`src/rtl/assoc_cache_pkg.sv`:
```
// Shared geometry, line storage type and replacement-state type for assoc_cache.
// ASSOC_CACHE_LRU_EN selects true-LRU ages; undefined selects a round-robin pointer.
package cache_pkg;
  localparam int DEF_SET_COUNT  = 4;
  localparam int DEF_ADDR_WIDTH = 8;
  localparam int DEF_LINE_WIDTH = 32;
  localparam int DEF_K          = 2;
  localparam int DEF_RD_PORTS   = 2;

  localparam int IDX_W  = $clog2(DEF_SET_COUNT);
  localparam int TAG_W  = DEF_ADDR_WIDTH - IDX_W;
  localparam int LINE_W = DEF_LINE_WIDTH;
  localparam int AGE_W  = $clog2(DEF_K);

  typedef struct packed {
    logic              valid;
    logic [TAG_W-1:0]  tag;
    logic [LINE_W-1:0] data;
  } line_t;

`ifdef ASSOC_CACHE_LRU_EN
  typedef logic [DEF_K-1:0][AGE_W-1:0] repl_t;
`else
  typedef logic [AGE_W-1:0] repl_t;
`endif

  // LRU starts with way 0 as most recent; round-robin starts at way 0.
  function automatic repl_t repl_init();
    repl_t r;
    r = '0;
`ifdef ASSOC_CACHE_LRU_EN
    for (int w = 0; w < DEF_K; w++) r[w] = AGE_W'(w);
`endif
    return r;
  endfunction
endpackage

```
`src/rtl/assoc_cache_if.sv`:
```
// Request/response bundle between the core-side ports and assoc_cache.
interface assoc_cache_if #(
  parameter int ADDR_WIDTH = 8,
  parameter int LINE_WIDTH = 32,
  parameter int RD_PORTS   = 2
);
  logic                                 flush;
  logic                                 wr_en;
  logic [ADDR_WIDTH-1:0]                wr_addr;
  logic [LINE_WIDTH-1:0]                wr_val;
  logic [RD_PORTS-1:0]                  rd_en;
  logic [RD_PORTS-1:0][ADDR_WIDTH-1:0]  rd_addr;
  logic [RD_PORTS-1:0]                  rd_valid;
  logic [RD_PORTS-1:0]                  rd_hit;
  logic [RD_PORTS-1:0][LINE_WIDTH-1:0]  rd_val;

  modport master (output flush, wr_en, wr_addr, wr_val, rd_en, rd_addr,
                  input  rd_valid, rd_hit, rd_val);
  modport slave  (input  flush, wr_en, wr_addr, wr_val, rd_en, rd_addr,
                  output rd_valid, rd_hit, rd_val);
endinterface

```
`src/rtl/assoc_cache_set.sv`:
```
// One cache set: K lines, tag compare for write and read channels, victim choice
// and replacement update (LRU ages with ASSOC_CACHE_LRU_EN, else round-robin).
module assoc_set
  import cache_pkg::*;
#(
  parameter int K        = DEF_K,
  parameter int RD_PORTS = DEF_RD_PORTS
) (
  input  logic                             clock,
  input  logic                             reset,
  input  logic                             flush,
  input  logic                             wr_en,
  input  logic [TAG_W-1:0]                 wr_tag,
  input  logic [LINE_W-1:0]                wr_val,
  input  logic [RD_PORTS-1:0]              rd_en,
  input  logic [RD_PORTS-1:0][TAG_W-1:0]   rd_tag,
  output logic [RD_PORTS-1:0]              rd_hit,
  output logic [RD_PORTS-1:0][LINE_W-1:0]  rd_data
);
  line_t            lines [K];
  repl_t            repl;
  repl_t            repl_nxt;
  logic [AGE_W-1:0] victim;
  logic [AGE_W-1:0] tgt_way;
  logic [AGE_W-1:0] match_way;
  logic [AGE_W-1:0] inv_way;
  logic             wr_hit;
  logic             has_inv;

  always_comb begin
    rd_hit  = '0;
    rd_data = '0;
    for (int c = 0; c < RD_PORTS; c++) begin
      for (int w = 0; w < K; w++) begin
        if (rd_en[c] && lines[w].valid && lines[w].tag == rd_tag[c]) begin
          rd_hit[c]  = 1'b1;
          rd_data[c] = rd_data[c] | lines[w].data;
        end
      end
    end
  end

`ifdef ASSOC_CACHE_LRU_EN
  always_comb begin
    victim = '0;
    for (int w = 0; w < K; w++)
      if (repl[w] == AGE_W'(K - 1)) victim = AGE_W'(w);
  end
`else
  assign victim = repl;
`endif

  // Existing tag wins, then the lowest invalid way, then the victim.
  always_comb begin
    wr_hit    = 1'b0;
    match_way = '0;
    has_inv   = 1'b0;
    inv_way   = '0;
    for (int w = 0; w < K; w++) begin
      if (lines[w].valid && lines[w].tag == wr_tag) begin
        wr_hit    = 1'b1;
        match_way = AGE_W'(w);
      end
    end
    for (int w = K - 1; w >= 0; w--) begin
      if (!lines[w].valid) begin
        has_inv = 1'b1;
        inv_way = AGE_W'(w);
      end
    end
    tgt_way = wr_hit ? match_way : (has_inv ? inv_way : victim);
  end

`ifdef ASSOC_CACHE_LRU_EN
  logic [RD_PORTS-1:0][AGE_W-1:0] rd_way;
  logic                           acc;
  logic [AGE_W-1:0]               acc_way;

  // Only the highest-priority access to this set ages the others.
  always_comb begin
    rd_way   = '0;
    acc      = 1'b0;
    acc_way  = '0;
    repl_nxt = repl;
    for (int c = 0; c < RD_PORTS; c++)
      for (int w = 0; w < K; w++)
        if (lines[w].valid && lines[w].tag == rd_tag[c]) rd_way[c] = AGE_W'(w);
    for (int c = RD_PORTS - 1; c >= 0; c--) begin
      if (rd_hit[c]) begin
        acc     = 1'b1;
        acc_way = rd_way[c];
      end
    end
    if (wr_en) begin
      acc     = 1'b1;
      acc_way = tgt_way;
    end
    if (acc) begin
      for (int w = 0; w < K; w++)
        if (repl[w] < repl[acc_way]) repl_nxt[w] = repl[w] + 1'b1;
      repl_nxt[acc_way] = '0;
    end
  end
`else
  assign repl_nxt = (wr_en && !wr_hit && !has_inv) ? repl + 1'b1 : repl;
`endif

  always_ff @(posedge clock) begin
    if (reset || flush) begin
      for (int w = 0; w < K; w++) lines[w].valid <= 1'b0;
      repl <= repl_init();
    end else begin
      if (wr_en) lines[tgt_way] <= '{valid: 1'b1, tag: wr_tag, data: wr_val};
      repl <= repl_nxt;
    end
  end
endmodule

```
`src/rtl/assoc_cache.sv`:
```
// assoc_cache: K-way set-associative word cache with RD_PORTS registered read channels.
// Build option ASSOC_CACHE_LRU_EN selects true-LRU replacement instead of round-robin.
module assoc_cache
  import cache_pkg::*;
#(
  parameter int SET_COUNT  = DEF_SET_COUNT,
  parameter int ADDR_WIDTH = DEF_ADDR_WIDTH,
  parameter int LINE_WIDTH = DEF_LINE_WIDTH,
  parameter int K          = DEF_K,
  parameter int RD_PORTS   = DEF_RD_PORTS
) (
  input logic          clock,
  input logic          reset,
  assoc_cache_if.slave bus
);
  localparam int IW = $clog2(SET_COUNT);

  logic [IW-1:0]                          wr_idx;
  logic [TAG_W-1:0]                       wr_tag;
  logic [RD_PORTS-1:0][IW-1:0]            rd_idx;
  logic [RD_PORTS-1:0][TAG_W-1:0]         rd_tag;
  logic [SET_COUNT-1:0][RD_PORTS-1:0]     set_rd_en;
  logic [RD_PORTS-1:0]                    set_hit  [SET_COUNT];
  logic [RD_PORTS-1:0][LINE_W-1:0]        set_data [SET_COUNT];
  logic [RD_PORTS-1:0]                    hit_mux;
  logic [RD_PORTS-1:0][LINE_WIDTH-1:0]    data_mux;
  logic [RD_PORTS-1:0]                    rd_valid_q;
  logic [RD_PORTS-1:0]                    rd_hit_q;
  logic [RD_PORTS-1:0][LINE_WIDTH-1:0]    rd_val_q;

  assign wr_idx = bus.wr_addr[IW-1:0];
  assign wr_tag = bus.wr_addr[ADDR_WIDTH-1:IW];

  always_comb begin
    rd_idx    = '0;
    rd_tag    = '0;
    set_rd_en = '0;
    for (int c = 0; c < RD_PORTS; c++) begin
      rd_idx[c] = bus.rd_addr[c][IW-1:0];
      rd_tag[c] = bus.rd_addr[c][ADDR_WIDTH-1:IW];
      for (int s = 0; s < SET_COUNT; s++)
        set_rd_en[s][c] = bus.rd_en[c] && (rd_idx[c] == IW'(s));
    end
  end

  for (genvar s = 0; s < SET_COUNT; s++) begin : g_set
    assoc_set #(.K(K), .RD_PORTS(RD_PORTS)) u_set (
      .clock   (clock),
      .reset   (reset),
      .flush   (bus.flush),
      .wr_en   (bus.wr_en && (wr_idx == IW'(s))),
      .wr_tag  (wr_tag),
      .wr_val  (bus.wr_val),
      .rd_en   (set_rd_en[s]),
      .rd_tag  (rd_tag),
      .rd_hit  (set_hit[s]),
      .rd_data (set_data[s])
    );
  end

  // Set outputs are already gated by rd_en, so a miss or idle channel muxes to zero.
  always_comb begin
    hit_mux  = '0;
    data_mux = '0;
    for (int c = 0; c < RD_PORTS; c++) begin
      hit_mux[c]  = set_hit[rd_idx[c]][c];
      data_mux[c] = set_data[rd_idx[c]][c];
    end
  end

  always_ff @(posedge clock) begin
    if (reset) begin
      rd_valid_q <= '0;
      rd_hit_q   <= '0;
      rd_val_q   <= '0;
    end else begin
      rd_valid_q <= bus.rd_en;
      rd_hit_q   <= hit_mux;
      rd_val_q   <= data_mux;
    end
  end

  assign bus.rd_valid = rd_valid_q;
  assign bus.rd_hit   = rd_hit_q;
  assign bus.rd_val   = rd_val_q;
endmodule

```
`src/flat_wrapper.sv`:
```
// flat-port wrapper written by rule: the top's interface ports become plain ports
module assoc_cache_flat import cache_pkg::*;
#(
  parameter int SET_COUNT  = DEF_SET_COUNT,
  parameter int ADDR_WIDTH = DEF_ADDR_WIDTH,
  parameter int LINE_WIDTH = DEF_LINE_WIDTH,
  parameter int K          = DEF_K,
  parameter int RD_PORTS   = DEF_RD_PORTS
)
  (clock, reset, bus_flush, bus_wr_en, bus_wr_addr, bus_wr_val, bus_rd_en, bus_rd_addr, bus_rd_valid, bus_rd_hit, bus_rd_val);
  assoc_cache_if #(.ADDR_WIDTH(ADDR_WIDTH), .LINE_WIDTH(LINE_WIDTH), .RD_PORTS(RD_PORTS)) bus_i ();
  input logic clock;
  input logic reset;
  input wire logic [$bits(bus_i.flush)-1:0] bus_flush;
  input wire logic [$bits(bus_i.wr_en)-1:0] bus_wr_en;
  input wire logic [$bits(bus_i.wr_addr)-1:0] bus_wr_addr;
  input wire logic [$bits(bus_i.wr_val)-1:0] bus_wr_val;
  input wire logic [$bits(bus_i.rd_en)-1:0] bus_rd_en;
  input wire logic [$bits(bus_i.rd_addr)-1:0] bus_rd_addr;
  output wire logic [$bits(bus_i.rd_valid)-1:0] bus_rd_valid;
  output wire logic [$bits(bus_i.rd_hit)-1:0] bus_rd_hit;
  output wire logic [$bits(bus_i.rd_val)-1:0] bus_rd_val;
  assign bus_i.flush = bus_flush;
  assign bus_i.wr_en = bus_wr_en;
  assign bus_i.wr_addr = bus_wr_addr;
  assign bus_i.wr_val = bus_wr_val;
  assign bus_i.rd_en = bus_rd_en;
  assign bus_i.rd_addr = bus_rd_addr;
  assign bus_rd_valid = bus_i.rd_valid;
  assign bus_rd_hit = bus_i.rd_hit;
  assign bus_rd_val = bus_i.rd_val;
  assoc_cache #(.SET_COUNT(SET_COUNT), .ADDR_WIDTH(ADDR_WIDTH), .LINE_WIDTH(LINE_WIDTH), .K(K), .RD_PORTS(RD_PORTS)) u_core (.clock(clock), .reset(reset), .bus(bus_i));
endmodule
```
`config.mk`:
```
export PLATFORM = sky130hd
export DESIGN_NAME = assoc_cache_flat
export DESIGN_NICKNAME = d
export VERILOG_FILES = /design/src/rtl/assoc_cache_pkg.sv /design/src/rtl/assoc_cache_if.sv /design/src/rtl/assoc_cache_set.sv /design/src/rtl/assoc_cache.sv /design/src/flat_wrapper.sv
export SDC_FILE = /design/constraint.sdc
export NUM_CORES = 1
export LEC_CHECK = 0
export ABC_AREA = 0
export CORE_ASPECT_RATIO = 1.25
export CORE_MARGIN = 10
export CORE_UTILIZATION = 35
export DETAILED_ROUTE_END_ITERATION = 8
export PLACE_DENSITY = 0.63
export SKIP_LAST_GASP = 1
export SYNTH_ARGS = -nofsm -noshare
export SYNTH_HDL_FRONTEND = slang
export SYNTH_SLANG_ARGS = --single-unit
```
`constraint.sdc`:
```
create_clock -name clock -period 7.8 [get_ports clock]
set_clock_uncertainty 0.15 [all_clocks]
set_input_delay 1.56 -clock clock [delete_from_list [all_inputs] [get_ports clock]]
set_output_delay 1.56 -clock clock [all_outputs]
set_load 0.05 [all_outputs]
```
==> reports/qor.yml <==
status:
  outcome: "complete, no violations"
logic_synthesis:
  avgSynthCellArea_um2: 11.84
  synth_top_area_share_pct: 49.33
  synth_top_family_by_area: "simple AND/OR/NAND/NOR gates"
  synth-simple-area-share_pct: 19.81
  yosysUniqueCellTypes: 54
  synth_top_area_cell: "edfxtp_1"
  synth_cells: 1563
  ys_ff_latch: 384
  synth-edff-count: 304
  synth_compound_area_share_pct: 10.55
  yosys.area_share.adder_pct: 0
  async_reset_ff_share_pct: 0
  synthMuxAreaShare_pct: 0
  synthXorXnorAreaFrac_pct: 7.465
  ys_top_cells_by_area: "edfxtp_1, dfxtp_1, nor3_1, xnor2_1, a32oi_1"
  ys_warn_count: 0
  ys.flop_type: "edfxtp_1"
  syn_nets: 1625
  synth_area_um2: 18510
  seq_area_frac_synth_pct: 57.99
die:
  start_util_pct: 35.28
  die-area_um2: 62530
  fp.coreArea_um2: 52460
  io_pins: 130
  dieHeight_um: 277.1
  row_count: 94
  die_w_um: 225.7
global_routing:
  grt_pass1_wl_mm: 101.4
  grt.total_usage_pct: 21.90
  grt_overflow: 0
  grt_pass1_vias: 14830
  antenna_found_initial: 1
  grt_max_degree: 71
cts:
  clk_path_buf_depth: 3
  cts_resized: 0
  cts_hold_repair.buffers: 0
  cts_made_buffers: 41
  insertion_delay_ns: 0.57
  cts_tree: "yes"
  cts.clk_slew.worst_paths_ns: 0.06
  ctsHtreeMaxLevel: 2
  cts_root_buffer: "clkbuf_16"
  clkSinkCount: 384
  postCtsSetupRepairBufs: 0
timing:
  hold_viol: 0
  tns_ns: 0
  final_max_slew_viol_count: 0
  fin_ws_ns: 3.239
  fin_crit_ns: 4.561
  worstMarginPinSlew_ns: 1.291
  rsz0062_at_grt: "no"
  relSlewSlack_pct: 13.85
  finalSetupViolCount: 0
  fin_crit_sh_pct: 58.48
  max_freq_mhz: 219.2
place:
  hpwl_mm: 42.73
  dp_slack_ns: 2.731
  dp.cells: 2273
  io_buffers: 129
  gp_congestion: 0.9272
  place_area_um2: 20170
route:
  wl_mm: 70.59
  num_vias: 14820
  dr.pass1.iters: 6
  ant_nets: 0
  drcViolationCount: 0
  drt_iter0_drc: 1852
  vias_per_cell: 6.308
  wl_per_cell_um: 30.05
critical_path:
  critPathCaptureType: "flop"
  critical_path_arrival_ns: 4.84
  cp.required_ns: 8.08
  r2r_start: "u_core.g_set[3].u_set.lines[1][32]$_DFFE_PP_"
  crit_end: "u_core.bus.rd_val[51]$_SDFF_PP0_"
  path_max_fanout: 17
  rrSetupSlack_ns: 4.60
  start_kind: "primary input"
  crit_path_start: "bus_rd_addr[14]"
  r2r-end: "u_core.bus.rd_val[4]$_SDFF_PP0_"
  critPathKind: "in2reg"
  reg2reg_depth: 5
layout:
  stdcell_area_um2: 21690
  fill_cells: 4919
  area_growth_pct: 17.21
  layout_common_cells: "edfxtp_1, nor3_1, nand2_1"
  final_common_cell: "edfxtp_1"
  antennaDiodeCount: 0
  drive_above_1_share_pct: 10.61
  nets: 1706
  finalNonFillerCells: 2349
power_and_ir_drop:
  p_total_mw: 4.647
  cellPowerDensity_nw_per_um2: 214.2
  ir_drop_v: 0.0001453
  power.leakage_nw: 5.991
run:
  max_cap_viol_count: 0
worst_hold_path:
  min_path_type: "reg2reg"
## layer usage
layer  share of wire, %  track usage, %
met1                 36           25.89
met2                 47           36.01
met3                 11           5.148
met4                5.7           12.04
met5              0.018               0
## report_power, final
part           switching [mW]  total (mW)  internal [mW]
Combinational           0.154       0.225         0.0711
Sequential            0.00535        2.22           2.22
Clock                   0.833        2.20           1.37
Total                   0.991        4.65           3.66
## how the worst min path moves through the flow
stage,startpoint,to,cells past startpoint,slack [ns]
after floorplan,u_core.g_set[0].u_set.repl$_SDFFE_PP0P_,u_core.g_set[0].u_set.repl$_SDFFE_PP0P_,2,0.30
after global placement,u_core.g_set[0].u_set.repl$_SDFFE_PP0P_,u_core.g_set[0].u_set.repl$_SDFFE_PP0P_,2,0.32
after detailed placement,u_core.g_set[0].u_set.repl$_SDFFE_PP0P_,u_core.g_set[0].u_set.repl$_SDFFE_PP0P_,2,0.33
after CTS,u_core.g_set[0].u_set.repl$_SDFFE_PP0P_,u_core.g_set[0].u_set.repl$_SDFFE_PP0P_,2,0.34
after global routing,u_core.g_set[0].u_set.repl$_SDFFE_PP0P_,u_core.g_set[0].u_set.repl$_SDFFE_PP0P_,2,0.39
final,u_core.g_set[0].u_set.repl$_SDFFE_PP0P_,u_core.g_set[0].u_set.repl$_SDFFE_PP0P_,2,0.34
## cell type report
class	instances	area, µm²	share of cell area, %
clock buffer	51	1136	5.238
inverter	9	33.78	0.1557
tap	672	840.8	3.876
timing repair buffer	156	1489	6.864
sequential	384	10740	49.50
clock inverter	25	381.6	1.759
multi-input combinational	1052	7072	32.60
## sequential cells by signal, indices dropped and copies added, names as in the netlist
signal and flops:
u_core.bus.rd_hit 2, u_core.bus.rd_val 64, u_core.g_set.u_set.repl 4, u_core.g_set.u_set.lines 312, u_core.bus.rd_valid 2
## cell families (layout without fill, tap and decap cells)
kind of cell | count (synthesis) | count (layout)
AO/OA/AOI/OAI | 246 | 246
XOR/XNOR | 144 | 144
buffers and inverters | 127 | 241
flip-flops | 384 | 384
AND/OR/NAND/NOR | 662 | 662
## critical path, stage by stage
cell,delay (ns)
clkdlybuf4s50_1,0.89
xnor2_1,0.20
nand3_2,0.66
nor2_4,0.90
a32oi_1,0.21
a41oi_1,0.40
## cell usage after synthesis, types with 3 or more instances
library cell / instances
buf_6: 22
a41oi_1: 21
nor4_1: 38
inv_1: 9
nand4_2: 7
nor2_4: 8
nand3_1: 48
and3_1: 5
dfxtp_1: 80
a2111oi_0: 28
a32oi_1: 68
nand4_1: 30
nand3_2: 7
o21ai_0: 3
nor2_1: 23
buf_4: 27
and2_1: 88
nor3b_1: 27
xnor2_2: 15
edfxtp_1: 304
o31a_1: 4
nand2_1: 149
and3b_1: 5
xor2_1: 17
a31o_2: 3
clkbuf_1: 43
nor3_1: 202
a2111oi_2: 4
buf_2: 25
a21oi_1: 10
xnor2_1: 111
a41oi_2: 4
a31oi_1: 68
a22oi_1: 26
nand4_4: 4
nor2_2: 6
## metrics by stage
stage | utilization, % | hold slack [ns]
after floorplan | - | 0.3023
after global placement | 38.46 | 0.3197
after detailed placement | 38.46 | 0.3298
after CTS | 41.35 | 0.3387
after global routing | 41.35 | 0.3878
final | 41.35 | 0.3403
(Power assumes the default switching activity.)
